`src/rtl/core_if_prefetch.sv`:
```
// Instruction fetch stage with a prefetch FIFO in front of decode.
// Credits keep granted-but-unanswered requests plus buffered words within FIFO_DEPTH.
module core_if_prefetch #(
  parameter int unsigned       ADDR_W     = 32,
  parameter int unsigned       INST_W     = 32,
  parameter logic [ADDR_W-1:0] RESET_PC   = '0,
  parameter int unsigned       FIFO_DEPTH = 4
) (
  input  logic              clk,
  input  logic              rst,
  input  logic              redirect_valid_in,
  input  logic [ADDR_W-1:0] redirect_addr_in,
  output logic              rom_req_out,
  output logic [ADDR_W-1:0] rom_addr_out,
  input  logic              rom_gnt_in,
  input  logic              rom_rvalid_in,
  input  logic [INST_W-1:0] rom_data_in,
  output logic              inst_valid_out,
  output logic [ADDR_W-1:0] inst_addr_out,
  output logic [INST_W-1:0] inst_out,
  input  logic              inst_ready_in
);

  localparam int unsigned PTR_W = $clog2(FIFO_DEPTH);
  localparam int unsigned CNT_W = PTR_W + 1;
  localparam int unsigned SUM_W = CNT_W + 1;
  localparam logic [SUM_W-1:0] DEPTH_C = SUM_W'(FIFO_DEPTH);

  logic [ADDR_W-1:0] fetch_pc_q, fetch_pc_d;
  logic [ADDR_W-1:0] resp_pc_q, resp_pc_d;
  logic [PTR_W-1:0]  wr_ptr_q, wr_ptr_d;
  logic [PTR_W-1:0]  rd_ptr_q, rd_ptr_d;
  logic [CNT_W-1:0]  count_q, count_d;
  logic [CNT_W-1:0]  outstanding_q, outstanding_d;
  logic [CNT_W-1:0]  discard_q, discard_d;

  logic [ADDR_W-1:0] addr_mem_q [FIFO_DEPTH];
  logic [INST_W-1:0] inst_mem_q [FIFO_DEPTH];

  logic [SUM_W-1:0]  credit_used;
  logic [ADDR_W-1:0] redirect_pc;
  logic              gnt;
  logic              drop;
  logic              push;
  logic              pop;
  logic              unused_addr_lsbs;

  assign unused_addr_lsbs = ^redirect_addr_in[1:0];
  assign redirect_pc = {redirect_addr_in[ADDR_W-1:2], 2'b00};
  assign credit_used = SUM_W'(outstanding_q) + SUM_W'(count_q);

  assign inst_valid_out = (count_q != '0);
  assign inst_addr_out  = addr_mem_q[rd_ptr_q];
  assign inst_out       = inst_mem_q[rd_ptr_q];

  always_comb begin
    rom_req_out   = !rst && !redirect_valid_in && (credit_used < DEPTH_C);
    rom_addr_out  = fetch_pc_q;
    gnt           = rom_req_out && rom_gnt_in;
    drop          = rom_rvalid_in && (discard_q != '0);
    push          = rom_rvalid_in && !drop && !redirect_valid_in;
    pop           = inst_valid_out && inst_ready_in && !redirect_valid_in;
    fetch_pc_d    = fetch_pc_q;
    resp_pc_d     = resp_pc_q;
    wr_ptr_d      = wr_ptr_q;
    rd_ptr_d      = rd_ptr_q;
    count_d       = count_q;
    discard_d     = discard_q;
    outstanding_d = outstanding_q + CNT_W'(gnt) - CNT_W'(rom_rvalid_in);
    if (redirect_valid_in) begin
      // Everything still in flight, minus this cycle's response, is stale.
      fetch_pc_d = redirect_pc;
      resp_pc_d  = redirect_pc;
      wr_ptr_d   = '0;
      rd_ptr_d   = '0;
      count_d    = '0;
      discard_d  = outstanding_d;
    end else begin
      if (gnt) fetch_pc_d = fetch_pc_q + ADDR_W'(4);
      if (drop) discard_d = discard_q - CNT_W'(1);
      if (push) begin
        wr_ptr_d  = wr_ptr_q + PTR_W'(1);
        resp_pc_d = resp_pc_q + ADDR_W'(4);
      end
      if (pop) rd_ptr_d = rd_ptr_q + PTR_W'(1);
      count_d = count_q + CNT_W'(push) - CNT_W'(pop);
    end
  end

  always_ff @(posedge clk) begin
    if (rst) begin
      fetch_pc_q    <= RESET_PC;
      resp_pc_q     <= RESET_PC;
      wr_ptr_q      <= '0;
      rd_ptr_q      <= '0;
      count_q       <= '0;
      outstanding_q <= '0;
      discard_q     <= '0;
    end else begin
      fetch_pc_q    <= fetch_pc_d;
      resp_pc_q     <= resp_pc_d;
      wr_ptr_q      <= wr_ptr_d;
      rd_ptr_q      <= rd_ptr_d;
      count_q       <= count_d;
      outstanding_q <= outstanding_d;
      discard_q     <= discard_d;
    end
  end

  always_ff @(posedge clk) begin
    if (push) begin
      addr_mem_q[wr_ptr_q] <= resp_pc_q;
      inst_mem_q[wr_ptr_q] <= rom_data_in;
    end
  end

  a_rsp_has_credit: assert property (
    @(posedge clk) disable iff (rst) rom_rvalid_in |-> (outstanding_q != '0)
  ) else $error("ROM response with nothing outstanding");

endmodule

```
`config.mk`:
```
export PLATFORM = sky130hd
export DESIGN_NAME = core_if_prefetch
export DESIGN_NICKNAME = d
export VERILOG_FILES = /design/src/rtl/core_if_prefetch.sv
export SDC_FILE = /design/constraint.sdc
export NUM_CORES = 1
export LEC_CHECK = 0
export BUFFER_PORTS_ARGS = -buffer_cell sky130_fd_sc_hd__buf_2
export CAP_MARGIN = 0
export CORE_ASPECT_RATIO = 0.75
export CORE_MARGIN = 3
export CORE_UTILIZATION = 60
export CTS_BUF_LIST = sky130_fd_sc_hd__clkbuf_4
export DETAILED_ROUTE_END_ITERATION = 16
export PLACE_DENSITY = 0.89
export SLEW_MARGIN = 10
export SYNTH_ARGS = -nofsm -noshare
export SYNTH_HDL_FRONTEND = slang
export SYNTH_SLANG_ARGS = --single-unit
export TNS_END_PERCENT = 100
```
`constraint.sdc`:
```
create_clock -name clk -period 3.9 [get_ports clk]
set_input_delay 0.39 -clock clk [delete_from_list [all_inputs] [get_ports clk]]
set_output_delay 0.39 -clock clk [all_outputs]
set_load 0.02 [all_outputs]
```
==> impl_metrics.tcl <==
set metrics [dict create \
    status "finished clean" \
    final_util 0.738 \
    ys_types 63 \
    cp_cell_sequence "ha_1, nor4b_4, nand2_1, nor2_2, inv_2, ha_1, inv_1, ha_1, fa_1, xnor2_1, xnor2_1, nor2_1, nand2_1, o21ai_0" \
    seq_area_frac_synth 0.682 \
    skew_ns 0.0273 \
    fp.dieW_microns 177 \
    fmax_ghz 0.331 \
    htreeDepth 3 \
    slew_viol_final 0 \
    cts.sinks 323 \
    yosysTopAreaCellShare 0.568 \
    drtIter0Drc 857 \
    crit_arrival_ns 3.54 \
    synth_edf_count 248 \
    hpwl_microns 18500 \
    reg2regPathDepth 14 \
    die_y_microns 134 \
    layout-drive-gt1-share 0.332 \
    slew_headroom 0.456 \
    end_kind "register" \
    crit_family "adder cells" \
    clockBufferDepth 3 \
    maxCapViolCount 0 \
    grt_max_degree 70 \
    synth_warnings 0 \
    hp-start "redirect_addr_in[6]" \
    synth_common_cells "248 x edfxtp_1, 75 x dfxtp_1, 62 x mux4_2" \
    synth_area_leaders "edfxtp_1 57%, dfxtp_1 11%, mux4_2 11%" \
    gp_congestion 0.943 \
    min_to "rom_addr_out[6]$_SDFFE_PP0P_" \
    grt_setup_unrepaired "false" \
    ff2ff_setup_slack_ns 0.88 \
    hold_viol 0 \
    ir_worst_vdd_mv 0.240 \
    hold_depth 3 \
    fill_cells 1339 \
    nets 1166 \
    wl_per_cell_microns 20.6 \
    vias 8362 \
    synth_area_per_cell_sq_um 16.0 \
    worst-setup-path-type "register to register" \
    path_clk_slew_ns 0.07 \
    syn-instance-count 821 \
    synth_seq_cells 323 \
    cts_root_buffer "clkbuf_4" \
    max_stage_delay_ns 0.39 \
    grt_antenna_before_repair 0 \
    p_leak_nw 5.63 \
    required_ns 4.42 \
    grtUsageTotal 0.250 \
    grt.overflow.total 0 \
    vias_per_cell 5.87 \
    cts_resized 0 \
    clk_latency_ns 0.66 \
    rr_startpoint "count_q[2]$_SDFF_PP0_" \
    synth_most_common_cell "edfxtp_1" \
    power_mw 7.49 \
    power.density_nw_per_um2 476 \
    die_area_sq_um 23700 \
    area_delta_synth_final_pct 19.9 \
    hp-class "input pin to register" \
    grt_pass1_wl_microns 45500 \
    drt_pass1_iterations 6 \
    syn_area_sq_um 13100 \
    r2r-end "discard_q[2]$_SDFFE_PP0P_" \
    start_util 0.616 \
    fin_setup_tns_ns 0 \
    core.rowCount 46 \
    wirelength_microns 29300 \
    cp_slowest_cell "fa_1" \
    finalCritPeriodShare 0.774 \
    coreArea_sq_um 21300 \
    grt_pass1_vias 8423 \
    path_max_fanout 4 \
    drc 0 \
    finalSetupViolations 0 \
    worstSetupStartpointType "register" \
    path_buf_inv 2 \
    ant_nets 0 \
    cts_buffers 76 \
    io_pins 168 \
    antenna_cells 0 \
    period_needed_ns 3.02 \
    tritoncts "built" \
    synth-async-reset-ratio 0 \
    port_buffers 161 \
    path_common_cell "ha_1" \
    synth_top_area_cell "edfxtp_1" \
    ys.flop_type "edfxtp_1" \
    worst_pin_slew_ns 0.808 \
]
worst max-delay path by stage:
| stage | startpoint | to | depth (start not counted) | slack, ns |
|---|---|---|---|---|
| 2_1_floorplan | discard_q[0]$_SDFFE_PP0P_ | addr_mem_q[0][10]$_DFFE_PP_ | 5 | 0.96 |
| 3_3_place_gp | count_q[2]$_SDFF_PP0_ | discard_q[2]$_SDFFE_PP0P_ | 14 | 0.99 |
| 3_5_place_dp | count_q[2]$_SDFF_PP0_ | discard_q[2]$_SDFFE_PP0P_ | 14 | 0.90 |
| 4_1_cts | count_q[2]$_SDFF_PP0_ | discard_q[2]$_SDFFE_PP0P_ | 14 | 0.90 |
| 5_1_grt | count_q[2]$_SDFF_PP0_ | discard_q[2]$_SDFFE_PP0P_ | 14 | 0.72 |
| 6_report | count_q[2]$_SDFF_PP0_ | discard_q[2]$_SDFFE_PP0P_ | 14 | 0.88 |
cell type report:
cell class	count	area [sq um]	area share
sequential	323	8950	0.569
clock buffer	114	856	0.0544
tap	288	360	0.0229
timing repair buffer	219	1430	0.0909
inverter	23	86.3	0.00549
multi-input combinational	437	3910	0.248
clock inverter	21	134	0.00851
metrics by stage:
stage                     instances  worst slack (ns)  hold WS (ns)  cell area (sq um)
after global routing           1425             0.718        0.0227              15700
after floorplan                 824             0.959         0.480              13100
after global placement         1245             0.992         0.524              14300
after detailed placement       1245             0.903         0.517              14300
after CTS                      1425             0.898       0.00269              15700
final                          1425             0.881        0.0616              15700
power by group:
| part | internal (mW) | switching, mW | leakage (nW) | total, mW |
|---|---|---|---|---|
| Clock | 1.47 | 1.26 | 0.595 | 2.73 |
| Sequential | 3.87 | 0.116 | 2.88 | 3.99 |
| Combinational | 0.315 | 0.459 | 2.15 | 0.773 |
state kept, by name, summed over array words and instances, names as in the netlist, named ones only:
register and flops:
count_q 3, rd_ptr_q 2, resp_pc_q 30, wr_ptr_q 2, inst_mem_q 128, addr_mem_q 120, outstanding_q 3, discard_q 3
rom_addr_out 30
timing repair:
action	CTS	global route
hold buffers	45	0
buffers inserted	0	0
hold endpoints to repair	146	0
layer usage:
metal | global-route usage | routed length (microns) | up-vias
met1 | 0.357 | 12400 | 4053
met5 | 0 | 0 | -
met2 | 0.380 | 13500 | 473
li1 | - | - | 3776
met4 | 0.0829 | 677 | 0
met3 | 0.0676 | 2790 | 60
worst reg2reg max path, cell delays in order (launching register included):
cell and delay [ns]:
dfxtp_1 0.34, ha_1 0.35, nor4b_4 0.32, nand2_1 0.13, nor2_2 0.25, inv_2 0.07, ha_1 0.27, inv_1 0.04
ha_1 0.18, fa_1 0.39, xnor2_1 0.18, xnor2_1 0.14, nor2_1 0.07, nand2_1 0.09, o21ai_0 0.07
placed cells by master, fill, tap and decap left out, types with 20 or more instances in the layout:
cell type and n:
inv_1 21, nor2_1 44, mux4_2 62, edfxtp_1 248
buf_2 161, dfxtp_1 73, clkbuf_4 114, nand3_1 20
xor2_1 25, nand2_1 49, dlygate4sd3_1 45, xnor2_1 24
cell families (layout without fill, tap and decap cells):
group,Yosys count,in the layout,share of synthesized area
buf+inv,64,377,0.0208
fa+ha+maj,16,16,0.0164
compound gates,98,98,0.0509
simple gates,206,206,0.0885
other cells,1,4,0.000286
xor+xnor,49,49,0.0327
mux,64,64,0.108
flops,323,323,0.682
(Power assumes the default switching activity.)
